===== config.mk =====
export PLATFORM = sky130hd
export DESIGN_NAME = hazard_unit
export DESIGN_NICKNAME = d
export VERILOG_FILES = /design/src/rtl/hazard_unit_pkg.sv /design/src/rtl/hazard_shadow_stage.sv /design/src/rtl/hazard_unit.sv
export SDC_FILE = /design/constraint.sdc
export NUM_CORES = 1
export LEC_CHECK = 0
export CAP_MARGIN = 30
export CORE_MARGIN = 4
export CORE_UTILIZATION = 35
export DETAILED_ROUTE_END_ITERATION = 10
export PLACE_DENSITY_LB_ADDON = 0.2
export REMOVE_ABC_BUFFERS = 1
export SYNTH_ARGS = -nofsm -noshare
export SYNTH_HDL_FRONTEND = slang
export SYNTH_SLANG_ARGS = --single-unit

===== constraint.sdc =====
create_clock -name clk -period 3.2 [get_ports clk]
set_clock_uncertainty 0.2 [all_clocks]
set_input_delay 0.96 -clock clk [delete_from_list [all_inputs] [get_ports clk]]
set_output_delay 0.96 -clock clk [all_outputs]
set_load 0.02 [all_outputs]

===== src/rtl/hazard_unit_pkg.sv =====
// Shared definitions for the RV32I hazard resolver: forwarding-select
// encodings and the default register-specifier width.
package hazard_unit_pkg;

  localparam int REG_AW_DEFAULT = 5;

  // ALU operand source selects driven on ForwardAE / ForwardBE
  localparam logic [1:0] FWD_NONE = 2'b00;  // register file value
  localparam logic [1:0] FWD_WB   = 2'b01;  // Writeback result
  localparam logic [1:0] FWD_MEM  = 2'b10;  // Memory-stage ALU result

endpackage : hazard_unit_pkg


===== src/rtl/hazard_shadow_stage.sv =====
// One slice of the hazard unit's shadow pipeline: a W-bit register that
// resets to zero and, when CLR_EN is set, can be cleared to a bubble.
module hazard_shadow_stage #(
  parameter int W      = 1,
  parameter bit CLR_EN = 1'b0
) (
  input  logic         clk,
  input  logic         reset,
  input  logic         clr_i,
  input  logic [W-1:0] d_i,
  output logic [W-1:0] q_o
);

  logic [W-1:0] slot_q;
  logic [W-1:0] slot_d;

  // A clear inserts a bubble: every field, including the enables, goes to 0
  always_comb begin
    slot_d = d_i;
    if (CLR_EN && clr_i) slot_d = '0;
  end

  // Slice register; reset wipes the whole slot
  always_ff @(posedge clk) begin
    if (reset) slot_q <= '0;
    else       slot_q <= slot_d;
  end

  assign q_o = slot_q;

endmodule : hazard_shadow_stage


===== src/rtl/hazard_unit.sv =====
// Hazard resolver for the 5-stage RV32I pipeline. Tracks register specifiers
// through E/M/W, produces forwarding selects, load-use stalls and
// control-hazard flushes.
// Optional feature macro: HAZARD_PERF_CNT_EN enables saturating stall/flush
// event counters; without it StallCount/FlushCount read 0.
module hazard_unit
  import hazard_unit_pkg::*;
#(
  parameter int REG_AW = REG_AW_DEFAULT,
  parameter int CNT_W  = 32
) (
  input  logic              clk,
  input  logic              reset,
  input  logic [REG_AW-1:0] Rs1D,
  input  logic [REG_AW-1:0] Rs2D,
  input  logic [REG_AW-1:0] RdD,
  input  logic              RegWriteD,
  input  logic              LoadD,
  input  logic              PCSrcE,
  output logic [1:0]        ForwardAE,
  output logic [1:0]        ForwardBE,
  output logic              StallF,
  output logic              StallD,
  output logic              FlushD,
  output logic              FlushE,
  output logic [CNT_W-1:0]  StallCount,
  output logic [CNT_W-1:0]  FlushCount
);

  localparam int EW = 3 * REG_AW + 2;
  localparam int MW = REG_AW + 1;

  logic [REG_AW-1:0] Rs1E, Rs2E, RdE, RdM, RdW;
  logic              RegWriteE, LoadE, RegWriteM, RegWriteW;
  logic              lw_stall;
  logic              flush_e_raw;

  // Pick the newest in-flight producer of src; Memory beats Writeback and
  // x0 is never a producer.
  function automatic logic [1:0] fwd_select(
    input logic [REG_AW-1:0] src,
    input logic              wr_m,
    input logic [REG_AW-1:0] rd_m,
    input logic              wr_w,
    input logic [REG_AW-1:0] rd_w
  );
    logic [1:0] sel;
    sel = FWD_NONE;
    if (wr_m && (rd_m != '0) && (rd_m == src))      sel = FWD_MEM;
    else if (wr_w && (rd_w != '0) && (rd_w == src)) sel = FWD_WB;
    return sel;
  endfunction

  // E slot: loads the Decode operands, cleared to a bubble on FlushE
  hazard_shadow_stage #(.W(EW), .CLR_EN(1'b1)) u_stage_e (
    .clk   (clk),
    .reset (reset),
    .clr_i (flush_e_raw),
    .d_i   ({Rs1D, Rs2D, RdD, RegWriteD, LoadD}),
    .q_o   ({Rs1E, Rs2E, RdE, RegWriteE, LoadE})
  );

  // M slot: follows E unconditionally
  hazard_shadow_stage #(.W(MW), .CLR_EN(1'b0)) u_stage_m (
    .clk   (clk),
    .reset (reset),
    .clr_i (1'b0),
    .d_i   ({RdE, RegWriteE}),
    .q_o   ({RdM, RegWriteM})
  );

  // W slot: follows M unconditionally
  hazard_shadow_stage #(.W(MW), .CLR_EN(1'b0)) u_stage_w (
    .clk   (clk),
    .reset (reset),
    .clr_i (1'b0),
    .d_i   ({RdM, RegWriteM}),
    .q_o   ({RdW, RegWriteW})
  );

  assign ForwardAE = fwd_select(Rs1E, RegWriteM, RdM, RegWriteW, RdW);
  assign ForwardBE = fwd_select(Rs2E, RegWriteM, RdM, RegWriteW, RdW);

  // A load in E whose target is read by the Decode instruction cannot be
  // forwarded in time; hold F/D for one cycle and bubble E.
  assign lw_stall = LoadE && RegWriteE && (RdE != '0) &&
                    ((RdE == Rs1D) || (RdE == Rs2D));

  // A taken redirect discards the stalled instruction anyway, so it wins
  assign StallF      = lw_stall && !PCSrcE;
  assign StallD      = StallF;
  assign flush_e_raw = lw_stall || PCSrcE;
  assign FlushD      = PCSrcE && !reset;
  assign FlushE      = flush_e_raw && !reset;

`ifdef HAZARD_PERF_CNT_EN
  logic [CNT_W-1:0] stall_cnt_q, stall_cnt_d;
  logic [CNT_W-1:0] flush_cnt_q, flush_cnt_d;

  // Increment that sticks at all-ones instead of wrapping
  function automatic logic [CNT_W-1:0] sat_inc(input logic [CNT_W-1:0] v);
    return (&v) ? v : v + 1'b1;
  endfunction

  // Next counter values: bump on a stall cycle / a redirect cycle
  always_comb begin
    stall_cnt_d = stall_cnt_q;
    flush_cnt_d = flush_cnt_q;
    if (StallF) stall_cnt_d = sat_inc(stall_cnt_q);
    if (PCSrcE) flush_cnt_d = sat_inc(flush_cnt_q);
  end

  // Counter registers, cleared by reset
  always_ff @(posedge clk) begin
    if (reset) begin
      stall_cnt_q <= '0;
      flush_cnt_q <= '0;
    end else begin
      stall_cnt_q <= stall_cnt_d;
      flush_cnt_q <= flush_cnt_d;
    end
  end

  assign StallCount = stall_cnt_q;
  assign FlushCount = flush_cnt_q;
`else
  assign StallCount = '0;
  assign FlushCount = '0;
`endif

endmodule : hazard_unit

# Yosys cells after proc, flatten, opt, wreduce, memory -nomap -nowiden
# Cells that the tools add are included.
[word_totals] ff_bits=29 in_bits=20 out_inout_bits=72 word_cells=33
[classes] n_eq_ne=6 mux=4 n_reduce_logical=20
[op_table] cell="5-bit equality test" n=6
[op_table] cell="5-bit nonzero test" n=3
[op_table] cell="1-bit logical AND" n=12
[op_table] cell="2-bit two-way mux" n=2
[op_table] cell="1-bit logical NOT" n=2
[op_table] cell="1-bit logical OR" n=2
[op_table] cell="1-bit two-way mux" n=2
[op_table] cell="2-bit OR reduction" n=1

# Logic depth before layout (Yosys ltp)
# Gate-level depths: netlist of run 1.
[depth] ltp_word=5 ltp_mapped=6 ltp_nobuf=4

# Modules after synthesis
# A second synthesis of run 1 with hierarchy kept.
[unflattened] hier_cells=184 area_unflattened_um2=1810.5
[modules_own_cells] mod="hazard_unit" n_inst=1 cells_per_inst=122 area_each_um2=923.4 seq_area_each_um2=0.0
[modules_own_cells] mod="hazard_shadow_stage at u_stage_e" n_inst=1 cells_per_inst=38 area_each_um2=571.8 seq_area_each_um2=340.3
[modules_own_cells] mod="hazard_shadow_stage at u_stage_m ..." n_inst=2 cells_per_inst=12 area_each_um2=157.7 seq_area_each_um2=120.1

# Worst setup path before layout of run 1
# No wires, ideal clock.
[synth_timing] path_type="input to output" from="input Rs1D[4]" to="output StallF" t_arrival_ps=2410 slack_ps=-370 path_stages=6 path_cell_list="xnor2_1 > nand3_1 > o22a_1 > clkbuf_1 > nor3_1 > buf_4"
[synth_between] elab_chain_len=4
[synth_rtl] item="start, declared" line="hazard_unit.sv:14" rtl="input logic [REG_AW-1:0] Rs1D,"
[synth_rtl] item="5-bit equality test" line="hazard_unit.sv:87" rtl="((RdE == Rs1D) || (RdE == Rs2D));"
[synth_rtl] item="1-bit logical OR" line="hazard_unit.sv:87"
[synth_rtl] item="1-bit logical AND" line="hazard_unit.sv:86" rtl="assign lw_stall = LoadE && RegWriteE && (RdE != '0) &&"
[synth_rtl] item="1-bit logical AND" line="hazard_unit.sv:90" rtl="assign StallF = lw_stall && !PCSrcE;"
[synth_rtl] item="end, declared" line="hazard_unit.sv:22" rtl="output logic StallF,"
# Every way passes these cells.

# Worst setup path in the final report of run 1
[layout_timing] from="input Rs1D[0]" to="output StallF"
# The elaborated chain is that of the path after synthesis.

==> out/metrics.cfg, run 1 <==
[final_layout]
utilization_pct = 41.7
nFillCells = 495
finalNonFillerCells = 299
layout-drive-gt1-share_pct = 20.3
final_area_sq_um = 2010
diodes = 0
fin_nets = 252
area_delta_synth_final_pct = 13.3

[yosys]
ys_types = 24
yosys.area.top_type = dfxtp_1
ys_seq_area_share_pct = 32.7
netlist_area_sq_um = 1770
synth_most_common_cell = buf_4
synthArstFlopShare_pct = 0
synth_common_cells = 65 x buf_4, 29 x dfxtp_1, 16 x xnor2_1
ys.flop_type = dfxtp_1
synth_seq_cells = 29
synth_area_leaders = dfxtp_1 33%, buf_4 28%, xnor2_1 7.9%
avgSynthCellArea_sq_um = 9.19
synth_edf_count = 0
synthCells = 193
ys_warn_count = 0
yosysTopAreaCellShare_pct = 32.7

[timing]
whs_ns = 0.287
finalCriticalPeriod_ns = 3.11
fin_tns_setup_ns = 0
min_period_over_period_pct = 97.2
rsz0062_at_grt = no
hold_violations = 0
slew_viol_final = 0
fmax_mhz = 322
setup_viol = 0
fin_ws_ns = 0.0908

[worst_setup_path]
cp-endpoint = StallF
r2r-end = u_stage_e.q_o[12]
worstPathArrival_ns = 1.95
cp-start-kind = input pin
ff2ff_path_depth = 5
cp.required_ns = 2.04
reg2reg_from = u_stage_e.q_o[4]
cp-startpoint = Rs1D[0]
cp-end-kind = output pin
crit_type = input pin to output pin
cp_max_fo = 2
rrSetupSlack_ns = 1.42

[placement]
routabilityCongestion = 0.725
dpl_cell_area_sq_um = 1930
numPlacedInstances = 291
numPortBuffers = 27
place_ws_ns = -0.839
place_hpwl_um = 2620

[power_and_ir_drop]
p_per_area_nw_per_um2 = 421
p_total_mw = 0.846
ir_worst_vdd_v = 0.000262
leakage_nw = 1.04

[detailed_routing]
drc = 0
routed_wl_um = 3240
avgViaCountPerCell = 3.81
wl_per_cell_um = 10.8
drt_iter0_drc = 33
firstDrtPassIters = 4
ant_nets = 0
vias = 1138

[status]
status = complete, no violations

[clock_tree]
path_clk_slew_ns = 0.06
clk_path_buf_depth = 2
htree_levels = 2
cts_tree = yes
cts-root-buf = clkbuf_8
worstSkewPairLatency_ns = 0.27
cts_buffers = 5
cts_sinks = 29

[grt]
antenna_found_initial = 0
grt_pass1_vias = 1031
grt_pass1_wl_um = 4770
grt_max_degree = 18
grt.overflow.total = 0
track_usage_pct = 9.99

[hold_path]
hold_class = flip-flop to flip-flop

[floorplanning]
rows = 25
die_x_um = 79.2
start_util_pct = 36.8
die_h_um = 79.2
dieArea_sq_um = 6270
core-area_sq_um = 4820
pin_count = 92

[flow_run]
cap_violations = 0

## cell usage in the layout (no fill, tap or decap), drive strengths merged
cell type	netlist	routed
a21o	1	1
a21oi	7	7
buf	66	18
clkbuf	3	16
clkdlybuf4s50	0	8
conb	1	64
dfxtp	29	29
dlygate4sd2	0	3
nand2	10	10
nand3	4	4
nor2	3	3
nor2b	13	13
nor3	2	2
nor4	4	4
o211a	10	10
o21ai	2	2
o22a	1	1
o22ai	1	1
or2	1	1
or4	5	5
xnor2	16	16
xor2	14	14
## cell families after synthesis
logic type	Yosys count	share of synthesized area [%]
other	1	0.212
AOI/OAI and AO/OA	22	9.67
xor gates and xnor gates	30	14.8
and+or+nand+nor	42	13.8
DFF	29	32.7
buffers and inverters	69	28.8
## metal layers
| metal | global-route usage, % | vias to the layer above | part of all wire (%) |
|---|---|---|---|
| li1 | - | 583 | - |
| met1 | 12.3 | 481 | 41 |
| met2 | 16.4 | 67 | 49 |
| met3 | 2.72 | 7 | 9.1 |
| met4 | 4.12 | 0 | 1.6 |
| met5 | 0 | - | 0 |
## power by group
part	internal [mW]	switching, mW
sequential	0.373	0.0116
combinational	0.0515	0.112
clock	0.170	0.128
## registers in the layout, summed over array words and instances (netlist names)
| name | cells |
|---|---|
| u_stage_e.q_o | 17 |
| u_stage_m.q_o | 6 |
| u_stage_w.q_o | 6 |
## critical path: stages
cell and delay, ns:
buf_2 0.12, xnor2_2 0.15, nand3_2 0.11, o22a_1 0.23
nor3_2 0.20, buf_4 0.17
## worst min-delay path by stage
| stage | startpoint | slack, ns | depth (start not counted) | end |
|---|---|---|---|---|
| finish | u_stage_e.q_o[1] | 0.29 | 1 | u_stage_m.q_o[0] |
| global route | u_stage_e.q_o[1] | 0.30 | 1 | u_stage_m.q_o[0] |
| CTS | u_stage_e.q_o[1] | 0.29 | 1 | u_stage_m.q_o[0] |
| detailed placement | u_stage_e.q_o[1] | 0.28 | 1 | u_stage_m.q_o[0] |
| global placement | u_stage_e.q_o[1] | 0.27 | 1 | u_stage_m.q_o[0] |
| floorplan | u_stage_e.q_o[1] | 0.24 | 1 | u_stage_m.q_o[0] |
## what timing repair did
item                       CTS  global route
buffers inserted             1             0
hold buffers                 0             0
resized for setup           53            21
pin swaps                   15            18
setup endpoints to repair    8             6
## area by class of cell
type	count	area [sq um]	share of cell area, %
Clock buffer	7	86.3	4.30
Multi-Input combinational cell	158	983	49.0
Sequential cell	29	581	28.9
Tap cell	67	83.8	4.17
Timing Repair Buffer	38	274	13.6
Note: power is estimated with default switching activity, not from simulation.
==> inputs of run 2 (changes only) <==
- CORE_ASPECT_RATIO: unset -> 1.1
==> out/metrics.cfg, run 2 (synthesized netlist as in run 1, its figures left out) <==
[hold_path]
holdPathStages = 1
min-delay-start = u_stage_e.q_o[1]
hold_path_end = u_stage_m.q_o[0]
hold_class = flip-flop to flip-flop

[timing]
setup_viol = 0
finalCriticalPeriod_ns = 3.11
fin_tns_setup_ns = 0
fmax_mhz = 322
fin_ws_ns = 0.0916
slew_viol_final = 0
slew_headroom_pct = 64.2
hold_violations = 0
rsz0062_at_grt = no
min_period_over_period_pct = 97.1
tightest_slew_ns = 0.536

[final_layout]
fin_nets = 251
final_common_cell = conb_1
final_cell_mix = 64 x conb_1, 29 x dfxtp_1, 14 x xor2_1
layout-drive-gt1-share_pct = 21.1
utilization_pct = 41.7
largest_reg_flops = 17
area_delta_synth_final_pct = 12.5
diodes = 0
final_area_sq_um = 1990

[status]
status = complete, no violations

[clock_tree]
cts-root-buf = clkbuf_8
clk_path_buf_depth = 2
htree_levels = 2
cts_buffers = 5
worstSkewPairLatency_ns = 0.28
cts_sinks = 29
path_clk_slew_ns = 0.06
cts_tree = yes
cts_hold_buf = 0

[worst_setup_path]
reg2reg_from = u_stage_e.q_o[4]
cp_max_fo = 2
rrSetupSlack_ns = 1.41
ff2ff_path_depth = 5
crit_type = input pin to output pin
cp-start-kind = input pin
cp.required_ns = 2.04
cp-end-kind = output pin
worstPathArrival_ns = 1.95
r2r-end = u_stage_e.q_o[10]

[power_and_ir_drop]
p_total_mw = 0.838
p_per_area_nw_per_um2 = 420
ir_worst_vdd_v = 0.000179
leakage_nw = 1.04

[detailed_routing]
avgViaCountPerCell = 4.06
wl_per_cell_um = 11.5
ant_nets = 0
drc = 0
drt_iter0_drc = 19
vias = 1168
routed_wl_um = 3320
firstDrtPassIters = 4

[placement]
dpl_cell_area_sq_um = 1900
place_ws_ns = -0.811
routabilityCongestion = 0.744
place_hpwl_um = 2640
numPortBuffers = 27

[floorplanning]
die_x_um = 75.9
pin_count = 92
die_h_um = 82.6
dieArea_sq_um = 6270
rows = 26
core-area_sq_um = 4780
start_util_pct = 37.1

[grt]
antenna_found_initial = 0
grt_max_degree = 14
grt_pass1_wl_um = 4910
track_usage_pct = 10.7
grt.overflow.total = 0
grt_pass1_vias = 1082

[flow_run]
cap_violations = 0

run 2: cell types whose count changed in the layout (fill, tap and decap cells not counted), sizes merged:
cell | previous run | this run
dlygate4sd2 | 3 | 2
clkinv | 0 | 2
clkdlybuf4s50 | 8 | 9
buf | 18 | 16
run 2: repair_timing:
action | 4_1_cts | 5_1_grt
gates resized for setup | 47 | 26
endpoints found under the setup margin | 8 | 6
buffers inserted | 1 | 1
hold endpoints to repair | 0 | 0
pin swaps | 15 | 16
run 2: worst max-delay path, cell delays in order:
cell,delay (ns)
buf_2,0.13
xnor2_2,0.14
nand3_2,0.12
o22a_1,0.25
nor3_2,0.19
buf_4,0.17
run 2: worst max path at each step:
| stage | cells past startpoint | slack, ns | end | start |
|---|---|---|---|---|
| floorplan | 4 | -0.37 | StallD | Rs1D[4] |
| global placement | 6 | -0.82 | StallD | Rs1D[0] |
| detailed placement | 6 | -0.81 | StallD | Rs1D[0] |
| CTS | 6 | 0.002 | StallD | Rs2D[0] |
| global route | 5 | 0.01 | ForwardBE[0] | u_stage_m.q_o[1] |
| finish | 6 | 0.09 | StallD | Rs1D[4] |
run 2: through the flow:
step | instances | hold WS (ns)
final | 288 | 0.280
after global routing | 288 | 0.300
after CTS | 287 | 0.285
after detailed placement | 278 | 0.276
after global placement | 277 | 0.271
after floorplan | 187 | 0.238
run 2: final cells by class:
type,instances,area [sq um]
Tap cell,56,70.1
Timing Repair Buffer,37,272
Clock inverter,2,10.0
Clock buffer,6,72.6
Fill cell,498,2790
Multi-Input combinational cell,158,990
Sequential cell,29,581
run 2: power breakdown:
group / switching, mW / leakage [nW] / internal [mW]
registers: 0.0118 / 0.237 / 0.373
clock network: 0.137 / 0.0450 / 0.150
logic: 0.112 / 0.760 / 0.0538
total: 0.260 / 1.04 / 0.577
run 2: metal layers:
metal / vias up / wire [um] / track usage (%)
li1: 582 / - / -
met5: - / 0 / 0
met1: 515 / 1250 / 11.7
met4: 0 / 55 / 5.24
met3: 6 / 358 / 3.87
met2: 65 / 1660 / 18.1
==> inputs of run 3 (changes only) <==
- GPL_ROUTABILITY_DRIVEN: unset -> 1
==> results of run 3 <==
The final DEF is identical to that of run 2; final timing and power are the same.
